===== src/rtl/usart_baud_gen.sv =====
// USART baud generator: divides i_fosk by UBRR+1 into rx/tx bit-enable pulses,
// and in synchronous mode drives (master) or tracks (slave) the XCK clock.
module usart_baud_gen (
  input  logic        i_fosk,
  input  logic        i_rst,
  input  logic [11:0] i_ubrr,
  input  logic        i_ubrr_wr,
  input  logic        i_u2x,
  input  logic        i_umsel,
  input  logic        i_ucpol,
  input  logic        i_xck_master,
  input  logic        i_xck,
  output logic        o_rxclk,
  output logic        o_txclk,
  output logic        o_xck_out,
  output logic        o_xck_oe
);

  logic [11:0] baud_cnt;
  logic [3:0]  div_cnt;
  logic        xck_reg;
  logic        sync1, sync2, sync3;
  logic        hist;
  logic [2:0]  cfg_q;
  logic        cfg_vld;
  logic        oe_q;
  logic        rx_q, tx_q;

  logic [2:0]  cfg;
  logic        tick, mode_chg, master, src, rise, fall, tx_hit;

  assign cfg      = {i_umsel, i_xck_master, i_ucpol};
  assign tick     = (baud_cnt == 12'd0) && !i_ubrr_wr;
  // cfg_vld keeps the first cycle after reset from looking like a mode change
  assign mode_chg = cfg_vld && (cfg != cfg_q);
  assign master   = i_umsel && i_xck_master;
  assign src      = i_xck_master ? xck_reg : sync3;
  assign rise     = src && !hist;
  assign fall     = !src && hist;
  assign tx_hit   = i_u2x ? (div_cnt[2:0] == 3'd7) : (div_cnt == 4'd15);

  always_ff @(posedge i_fosk or posedge i_rst) begin
    if (i_rst) begin
      baud_cnt <= 12'd0;
      div_cnt  <= 4'd0;
      xck_reg  <= 1'b0;
      sync1    <= 1'b0;
      sync2    <= 1'b0;
      sync3    <= 1'b0;
      hist     <= 1'b0;
      cfg_q    <= 3'd0;
      cfg_vld  <= 1'b0;
      oe_q     <= 1'b0;
      rx_q     <= 1'b0;
      tx_q     <= 1'b0;
    end else begin
      cfg_q   <= cfg;
      cfg_vld <= 1'b1;
      oe_q    <= master;
      sync1   <= i_xck;
      sync2   <= sync1;
      sync3   <= sync2;

      if (i_ubrr_wr || tick)
        baud_cnt <= i_ubrr;
      else
        baud_cnt <= baud_cnt - 12'd1;

      if (mode_chg) begin
        div_cnt <= 4'd0;
        xck_reg <= 1'b0;
        // realign history with the new edge source so no false edge is seen
        hist    <= i_xck_master ? 1'b0 : sync2;
        rx_q    <= 1'b0;
        tx_q    <= 1'b0;
      end else begin
        if (i_ubrr_wr)
          div_cnt <= 4'd0;
        else if (tick)
          div_cnt <= div_cnt + 4'd1;

        if (tick && master)
          xck_reg <= ~xck_reg;

        hist <= src;

        if (!i_umsel) begin
          rx_q <= tick;
          tx_q <= tick && tx_hit;
        end else begin
          rx_q <= i_ucpol ? rise : fall;
          tx_q <= i_ucpol ? fall : rise;
        end
      end
    end
  end

  assign o_rxclk   = rx_q;
  assign o_txclk   = tx_q;
  assign o_xck_out = xck_reg && oe_q;
  assign o_xck_oe  = oe_q;

endmodule


===== config.mk =====
export PLATFORM = sky130hd
export DESIGN_NAME = usart_baud_gen
export DESIGN_NICKNAME = d
export VERILOG_FILES = /design/src/rtl/usart_baud_gen.sv
export SDC_FILE = /design/constraint.sdc
export NUM_CORES = 1
export LEC_CHECK = 0
export CORE_MARGIN = 3
export CORE_UTILIZATION = 55
export CTS_CLUSTER_DIAMETER = 100
export CTS_CLUSTER_SIZE = 20
export DETAILED_ROUTE_END_ITERATION = 12
export PLACE_DENSITY = 0.82
export RECOVER_POWER = 50
export SYNTH_ARGS = -nofsm -noshare
export SYNTH_HDL_FRONTEND = slang
export SYNTH_SLANG_ARGS = --single-unit

===== constraint.sdc =====
create_clock -name i_fosk -period 3.3 [get_ports i_fosk]
set_input_delay 0.66 -clock i_fosk [delete_from_list [all_inputs] [get_ports i_fosk]]
set_output_delay 0.66 -clock i_fosk [all_outputs]
set_load 0.01 [all_outputs]

=== After elaboration in Yosys (flattened, before gate mapping) ===
Cells that the tools add are included.

* Flip-flop bits (word level): 28
* Bits in read-only memories: 0
* Word-level logic and storage cells: 49
* Memory bits (writable): 0
* Memories: 0
* Bits in latches: 0

* Shift operators: 0
* Bitwise operators: 1
* Add/subtract/negate cells: 2
* $mul: 0
* Reduce and logical (&&, ||, !) cells: 15
* $lt $le $gt $ge: 0
* Div/mod/pow operators: 0
* Equal/unequal tests: 3
* Mux-type cells: 16

{| class="wikitable"
|+ Operator list
! cell !! count
|-
| zero test 12 bit || 1
|-
| 2-to-1 mux 1 bit || 12
|-
| 2-to-1 mux 12 bit || 1
|-
| 2-to-1 mux 4 bit || 3
|-
| subtractor 12 x 1 -> 12 bit, second input constant || 1
|-
| logical AND 1 bit || 8
|-
| adder 4 x 1 -> 4 bit, second input constant || 1
|-
| equality test 4 bit, second input constant || 1
|-
| equality test 3 bit, second input constant || 1
|-
| zero test 1 bit || 3
|-
| inequality test 3 bit || 1
|-
| nonzero test 3 bit || 1
|-
| nonzero test 2 bit || 1
|-
| logical OR 1 bit || 1
|-
| NOT 1 bit || 1
|}

=== Logic depth before layout (Yosys ltp) ===
Gate-level depths: netlist (run 1).

* Depth after elaboration: 6
* Depth in mapped cells: 7
* Gate-level depth less buffers: 6

=== Worst setup path after synthesis (run 1) ===
No wires, ideal clock.

* Path type: flip-flop to flip-flop
* Start point: register baud_cnt[9]
* End point: register tx_q (netlist: o_txclk)
* Data required time: 3.222 ns
* Buffers on the path: 0
* Arrival: 1.600 ns
* Slack: 1.623 ns
* Cell stages (with the launch flop): 5
* Library setup time: 0.078 ns
* Path through: dfrtp_1 -> nor4_4 -> nand4_4 -> or4_1 -> a21oi_1

* Longest elaborated chain between the ends: 5

{| class="wikitable"
|+ Ends and longest elaborated chain
! what !! line !! RTL
|-
| start, declared || 19 || <nowiki>logic [11:0] baud_cnt;</nowiki>
|-
| start signal, assigned || 65 || <nowiki>baud_cnt <= i_ubrr;</nowiki>
|-
| start signal, assigned || 67 || <nowiki>baud_cnt <= baud_cnt - 12'd1;</nowiki>
|-
| zero test 12 bit || 33 || <nowiki>assign tick = (baud_cnt == 12'd0) && !i_ubrr_wr;</nowiki>
|-
| logical AND 1 bit || 33 ||
|-
| logical AND 1 bit || 89 || <nowiki>tx_q <= tick && tx_hit;</nowiki>
|-
| 2-to-1 mux 1 bit || 87 || <nowiki>if (!i_umsel) begin</nowiki>
|-
| 2-to-1 mux 1 bit || 69 || <nowiki>if (mode_chg) begin</nowiki>
|-
| end signal, assigned || 89 ||
|-
| end signal, assigned || 92 || <nowiki>tx_q <= i_ucpol ? fall : rise;</nowiki>
|-
| end, declared || 27 || <nowiki>logic rx_q, tx_q;</nowiki>
|}

Every way passes these cells.
A chain may end at the register's enable or synchronous reset.

=== Worst setup path after layout (run 1) ===
* Start point: register xck_reg
* End point: output o_xck_out

* Longest elaborated chain between the ends: 1

{| class="wikitable"
|+ Ends and longest elaborated chain
! what !! line !! RTL
|-
| start, declared || 21 || <nowiki>logic xck_reg;</nowiki>
|-
| start signal, assigned || 83 || <nowiki>xck_reg <= ~xck_reg;</nowiki>
|-
| logical AND 1 bit || 100 || <nowiki>assign o_xck_out = xck_reg && oe_q;</nowiki>
|-
| end, declared || 15 || <nowiki>output logic o_xck_out,</nowiki>
|}

Every way passes these cells.

==> results of run 1 <==
placed cells by master, fill, tap and decap left out, drive strengths merged, types with 2 or more instances in the layout:
cell	synthesis	routed
xor2	6	6
or4	3	3
ha	4	4
xnor2	7	7
and2	2	2
nor3b	3	3
nor4	4	4
dlygate4sd3	0	6
clkdlybuf4s50	0	17
clkbuf	2	5
and4b	2	2
nand4	2	2
nor3	4	4
mux2i	5	5
nor2b	2	2
or3	3	3
dfrtp	28	28
or2	2	2
a211oi	2	2
nor2	18	18
o21ai	4	4
inv	5	5
nand2	3	3
a21oi	12	12
and3b	2	2
worst register-to-register path, delay by kind of cell (launching register included):
kind             cells  cell delay (ns)
AND/OR/NAND/NOR      2             1.01
flip-flops           1             0.49
AO/OA/AOI/OAI        2             0.46
power by group through the flow:
| stage | clock network (W) | registers (W) | logic [W] |
|---|---|---|---|
| final | 0.000227 | 0.000401 | 0.000114 |
| after detailed placement | 0 | 0.000406 | 0.000116 |
| after floorplan | 0 | 0.000400 | 0.0000710 |
| after CTS | 0.000226 | 0.000401 | 0.000117 |
| after global routing | 0.000244 | 0.000405 | 0.000125 |
| after global placement | 0 | 0.000405 | 0.000112 |
worst paths after layout:
path | slack (ns) | from | endpoint | cells past startpoint
worst max-delay path | 1.20 | xck_reg | o_xck_out | 2
worst min-delay path | 0.41 | sync1 | sync2 | 0
worst max register to register | 1.26 | baud_cnt[5] | baud_cnt[10] | 4
worst min register to register | 0.41 | sync1 | sync2 | 0
max in group asynchronous | 1.66 | i_rst | baud_cnt[0] | 2
min in group asynchronous | 1.02 | i_rst | cfg_q[0] | 2
layer usage:
| layer | up-vias | global-route usage, % | routed length, µm |
|---|---|---|---|
| met1 | 509 | 24.6 | 1290 |
| met5 | - | 0 | 0 |
| met4 | 0 | 9.27 | 80 |
| li1 | 528 | - | - |
| met2 | 27 | 29.9 | 1380 |
| met3 | 9 | 2.49 | 114 |
metrics by stage:
step                instances  cell area (µm²)  utilization (%)  power, W
floorplan                 134             1430                -  0.000471
detailed placement        185             1700             72.8  0.000522
global route              189             1750             74.7  0.000774
CTS                       189             1760             75.0  0.000744
finish                    189             1750             74.7  0.000742
global placement          185             1700             72.8  0.000516
cells by family (layout without fill, tap and decap cells):
family | Yosys count | in the layout | share of synthesized area, %
AO/OA/AOI/OAI | 22 | 22 | 8.75
XOR/XNOR | 13 | 13 | 7.96
adder cells (fa/ha/maj) | 4 | 4 | 3.50
buffers and inverters | 7 | 34 | 1.84
flip-flops | 28 | 28 | 49.0
multiplexers | 6 | 6 | 4.29
other | 1 | 1 | 0.262
AND/OR/NAND/NOR | 53 | 53 | 24.4
final cells by class:
type,count,area [µm²]
Tap cell,28,35.0
Clock buffer,3,22.5
Fill cell,185,592
Clock inverter,1,30.0
Inverter,5,18.8
Multi-Input combinational cell,99,703
Timing Repair Buffer,25,238
Sequential cell,28,701
==> flow_metrics.env, run 1 <==
export IMPL_status="complete, no violations"
export IMPL_grt_pass1_wl_um=4680
export IMPL_grt_pass1_vias=1040
export IMPL_synth_top_cells_by_count="dfrtp_1 (28), nor2_1 (18), a21oi_1 (12)"
export IMPL_synth_edff_count=0
export IMPL_synth_area_leaders="dfrtp_1 (49%), nor2_1 (4.7%), xnor2_1 (4.3%)"
export IMPL_critPathTopFamily="buffers and inverters"
export IMPL_via_per_inst=5.68
export IMPL_synthDistinctLibCells=35
export IMPL_slowest_stage="clkdlybuf4s50_1"
export IMPL_synthFlopType="dfrtp_1"
export IMPL_leakage_nw=0.739
export IMPL_setup_violations=0
export IMPL_drt_wl_total_um=2860
export IMPL_synthArstFlopShare_pct=100
export IMPL_path_cells="and2_1 -> clkdlybuf4s50_1"
export IMPL_cts_htree_levels=1
export IMPL_largest_register="baud_cnt"
export IMPL_finalHoldViolations=0
export IMPL_switching_power_w=0.000192
export IMPL_slowest_delay_ns=0.53
export IMPL_peakVddDrop_uv=306
export IMPL_antenna_found_initial=0
export IMPL_critPathMaxFanout=4
export IMPL_synth_most_common_cell="dfrtp_1"
export IMPL_cts_root_buf="clkbuf_4"
export IMPL_finClkSkew_ns=0.00237
export IMPL_post_route_period_util_pct=63.7
export IMPL_swShare_pct=25.9
export IMPL_grt_max_degree=29
export IMPL_post_dp_hpwl_um=2080
export IMPL_synth_top_area_share_pct=49.0
export IMPL_wl_per_cell_um=15.1
export IMPL_whs_ns=0.408
export IMPL_power_frac_seq_pct=54.0
export IMPL_die_width_um=57.0
export IMPL_start_util_pct=61.1
export IMPL_cp_num_buf_inv=1
export IMPL_core_area_um2=2340
export IMPL_area_growth_pct=22.2
export IMPL_slew_headroom_pct=29.5
export IMPL_ys_warn_count=0
export IMPL_path_clk_slew_ns=0.15
export IMPL_cts_buffers=3
export IMPL_rows=17
export IMPL_maxCapViolCount=0
export IMPL_p_comb_share_pct=15.3
export IMPL_cts_path_max_buffers=2
export IMPL_ios=24
export IMPL_cts_hold_buf=0
export IMPL_ys_seq_area_share_pct=49.0
export IMPL_tightestPinTransition_ns=1.06
export IMPL_worstSetupEndpointType="output port"
export IMPL_drive_gt1_share_pct=8.70
export IMPL_numPortBuffers=23
export IMPL_antenna_left=0
export IMPL_p_per_area_nw_per_um2=424
export IMPL_nNetsFinal=186
export IMPL_avgSynthCellArea_um2=10.7
export IMPL_path_class="reg2out"
export IMPL_drtIter0Drc=22
export IMPL_gp_congestion=0.827
export IMPL_syn_nets=158
export IMPL_grt_usage_pct=18.6
export IMPL_num_antenna_cells=0
export IMPL_syn_area_um2=1430
export IMPL_post_cts_setup_buffers=0
export IMPL_insertion_delay_ns=0.33
export IMPL_cp_start_kind="flop"
export IMPL_required_ns=2.64
export IMPL_grt_remaining_overflow=0
export IMPL_reg_top3="baud_cnt: 12 flops, div_cnt: 4 flops, cfg_q: 3 flops"
export IMPL_worst_slack_ns=1.20
export IMPL_ys_ff_latch=28
export IMPL_num_vias=1073
export IMPL_hold_path_class="reg2reg"
export IMPL_netlist_top_cell_by_area="dfrtp_1"
export IMPL_cts_tree="done"
export IMPL_synthCells=134
export IMPL_cellInternalPower_w=0.000550
export IMPL_rsz0062_at_grt="no"
export IMPL_cts_resized=0
export IMPL_cts_sinks=28
export IMPL_final_setup_tns_ns=0
export IMPL_worstPathArrival_ns=1.44
export IMPL_slew_viol_final=0
export IMPL_dp_slack_ns=0.965
export IMPL_largest_reg_flops=12
export IMPL_first_pass_iters=5
export IMPL_drcViolationCount=0
export IMPL_max_freq_mhz=476
export IMPL_clock_power_share_pct=30.6
export IMPL_die_area_um2=3250
export IMPL_fp_dieH_um=57.0
export IMPL_layout_min_cycle_time_ns=2.10
(Power assumes the default switching activity.)
==> run 2, diff against run 1 <==
--- a/config.mk
+++ b/config.mk
@@ -6,11 +6,11 @@
 export NUM_CORES = 1
 export LEC_CHECK = 0
 export CORE_MARGIN = 3
-export CORE_UTILIZATION = 55
+export CORE_UTILIZATION = 52
 export CTS_CLUSTER_DIAMETER = 100
 export CTS_CLUSTER_SIZE = 20
 export DETAILED_ROUTE_END_ITERATION = 12
-export PLACE_DENSITY = 0.82
+export PLACE_DENSITY = 0.78
 export RECOVER_POWER = 50
 export SYNTH_ARGS = -nofsm -noshare
 export SYNTH_HDL_FRONTEND = slang
==> constraint.sdc (replaced) <==
create_clock -name i_fosk -period 2 [get_ports i_fosk]
set_input_delay 0.4 -clock i_fosk [delete_from_list [all_inputs] [get_ports i_fosk]]
set_output_delay 0.4 -clock i_fosk [all_outputs]
set_load 0.01 [all_outputs]
==> flow_metrics.env, run 2 (synthesis results as in run 1) <==
export IMPL_first_pass_iters=4
export IMPL_grt_remaining_overflow=0
export IMPL_whs_ns=0.377
export IMPL_num_antenna_cells=0
export IMPL_placed_area_um2=1750
export IMPL_core_area_um2=2540
export IMPL_fin_cells=197
export IMPL_gp_congestion=0.820
export IMPL_cts_buffers=3
export IMPL_required_ns=2.27
export IMPL_slew_headroom_pct=53.8
export IMPL_status="complete, no violations"
export IMPL_grt_usage_pct=19.2
export IMPL_grt_max_degree=29
export IMPL_drive_gt1_share_pct=14.4
export IMPL_design_area_um2=1790
export IMPL_num_vias=1078
export IMPL_finClkSkew_ns=0.00533
export IMPL_cts_path_max_buffers=2
export IMPL_maxCapViolCount=0
export IMPL_setup_violations=0
export IMPL_drcViolationCount=0
export IMPL_insertion_delay_ns=0.33
export IMPL_layout_min_cycle_time_ns=1.84
export IMPL_critPathMaxFanout=7
export IMPL_switching_power_w=0.000310
export IMPL_min_from="sync1"
export IMPL_power_frac_seq_pct=58.1
export IMPL_max_freq_mhz=543
export IMPL_min_to="sync2"
export IMPL_leakage_nw=0.768
export IMPL_reg_top3="baud_cnt: 12 flops, div_cnt: 4 flops, cfg_q: 3 flops"
export IMPL_rows=18
export IMPL_slew_viol_final=0
export IMPL_p_per_area_nw_per_um2=634
export IMPL_swShare_pct=27.3
export IMPL_grt_pass1_wl_um=4850
export IMPL_worstSetupEndpointType="flop"
export IMPL_wl_per_cell_um=14.5
export IMPL_ios=24
export IMPL_die_width_um=58.4
export IMPL_path_cells="inv_1 -> ha_1 -> nor2b_2 -> nand4_4 -> or4_1 -> a21oi_1"
export IMPL_hold_depth=0
export IMPL_rr_endpoint="o_txclk"
export IMPL_dp_slack_ns=0.0696
export IMPL_largest_register="baud_cnt"
export IMPL_tightestPinTransition_ns=0.693
export IMPL_antenna_found_initial=0
export IMPL_drt_wl_total_um=2860
export IMPL_path_clk_slew_ns=0.14
export IMPL_finalHoldViolations=0
export IMPL_grt_pass1_vias=1069
export IMPL_layout_common_cells="dfrtp_1 (28), clkdlybuf4s50_1 (21), nor2_1 (18)"
export IMPL_post_route_period_util_pct=92.0
export IMPL_clock_power_share_pct=24.2
export IMPL_worst_slack_ns=0.160
export IMPL_p_comb_share_pct=17.7
export IMPL_worstPathArrival_ns=2.11
export IMPL_cellInternalPower_w=0.000827
export IMPL_via_per_inst=5.47
export IMPL_cts_sinks=28
export IMPL_rsz0062_at_grt="no"
export IMPL_path_class="reg2reg"
export IMPL_r2r_start="baud_cnt[0]"
export IMPL_cp_start_kind="flop"
export IMPL_peakVddDrop_uv=707
export IMPL_dp_cells=193
export IMPL_r2r_setup_slack_ns=0.16
export IMPL_cts_root_buf="clkbuf_4"
export IMPL_start_util_pct=56.2
export IMPL_largest_reg_flops=12
export IMPL_post_dp_hpwl_um=2230
export IMPL_layout_commonest_cell="dfrtp_1"
export IMPL_die_area_um2=3420
export IMPL_antenna_left=0
export IMPL_drtIter0Drc=22
export IMPL_cts_htree_levels=1
export IMPL_slowest_delay_ns=0.50
export IMPL_area_growth_pct=25.4
export IMPL_fp_dieH_um=58.4
export IMPL_cts_tree="done"
export IMPL_hold_path_class="reg2reg"
export IMPL_nNetsFinal=192
export IMPL_slowest_stage="or4_1"
export IMPL_final_setup_tns_ns=0
export IMPL_numPortBuffers=23
export IMPL_worstRegToRegCells=6
## run 2: cell types whose count changed in the layout (fill, tap and decap cells not counted), moves of 2 or more
cell,change
buf_4,+7
clkdlybuf4s50_1,+4
dlygate4sd3_1,-4
clkbuf_1,-2
## run 2: final cells by class
cell class	count	area, µm²
multi-input cells	99	712
fillers	203	752
inverters	5	18.8
repair buffers	31	288
clock buffers	4	36.3
well taps	30	37.5
flip-flops and latches	28	701
## run 2: power groups by stage
| stage | Sequential [W] | Combinational, W | Clock, W |
|---|---|---|---|
| floorplan | 0.000660 | 0.000117 | 0 |
| global placement | 0.000667 | 0.000192 | 0 |
| detailed placement | 0.000670 | 0.000203 | 0 |
| CTS | 0.000659 | 0.000204 | 0.000287 |
| global route | 0.000667 | 0.000225 | 0.000302 |
| finish | 0.000661 | 0.000201 | 0.000275 |
## run 2: worst max-delay path by stage
| stage | slack [ns] | end | cells after the start | start |
|---|---|---|---|---|
| 3_3_place_gp | 0.13 | div_cnt[3] | 5 | i_ucpol |
| 4_1_cts | 0.07 | o_txclk | 6 | baud_cnt[0] |
| 3_5_place_dp | 0.07 | div_cnt[3] | 5 | i_umsel |
| 2_1_floorplan | 0.32 | o_txclk | 4 | baud_cnt[9] |
| 6_report | 0.16 | o_txclk | 6 | baud_cnt[0] |
| 5_1_grt | 0.06 | baud_cnt[10] | 4 | baud_cnt[4] |
## run 2: metal layers
metal | up-vias | routed length [µm] | global-route usage (%)
li1 | 536 | - | -
met1 | 518 | 1190 | 22.1
met2 | 20 | 1510 | 33.2
met3 | 4 | 110 | 4.39
met4 | 0 | 54 | 9.60
met5 | - | 0 | 0
## run 2: repair_timing
action,in CTS,in global routing
setup endpoints to repair,0,2
gates resized for setup,0,2
buffers inserted,0,0
hold buffers,0,0
## run 2: critical path, delay by kind of cell, from the launching register on
kind / cells / cell delay (ns)
buffers and inverters: 1 / 0.11
DFF: 1 / 0.42
and+or+nand+nor: 3 / 0.90
AOI/OAI and AO/OA: 1 / 0.15
adders and majority gates: 1 / 0.19
## run 2: through the flow
stage	util (%)	power (W)
5_1_grt	70.5	0.00119
3_3_place_gp	68.8	0.000860
2_1_floorplan	-	0.000777
3_5_place_dp	68.8	0.000873
6_report	70.5	0.00114
4_1_cts	70.2	0.00115
==> run 3, diff against run 2 <==
--- a/config.mk
+++ b/config.mk
@@ -5,6 +5,7 @@
 export SDC_FILE = /design/constraint.sdc
 export NUM_CORES = 1
 export LEC_CHECK = 0
+export CAP_MARGIN = 30
 export CORE_MARGIN = 3
 export CORE_UTILIZATION = 52
 export CTS_CLUSTER_DIAMETER = 100
==> results of run 3 <==
Final layout, timing and power as in run 2 (identical DEF).
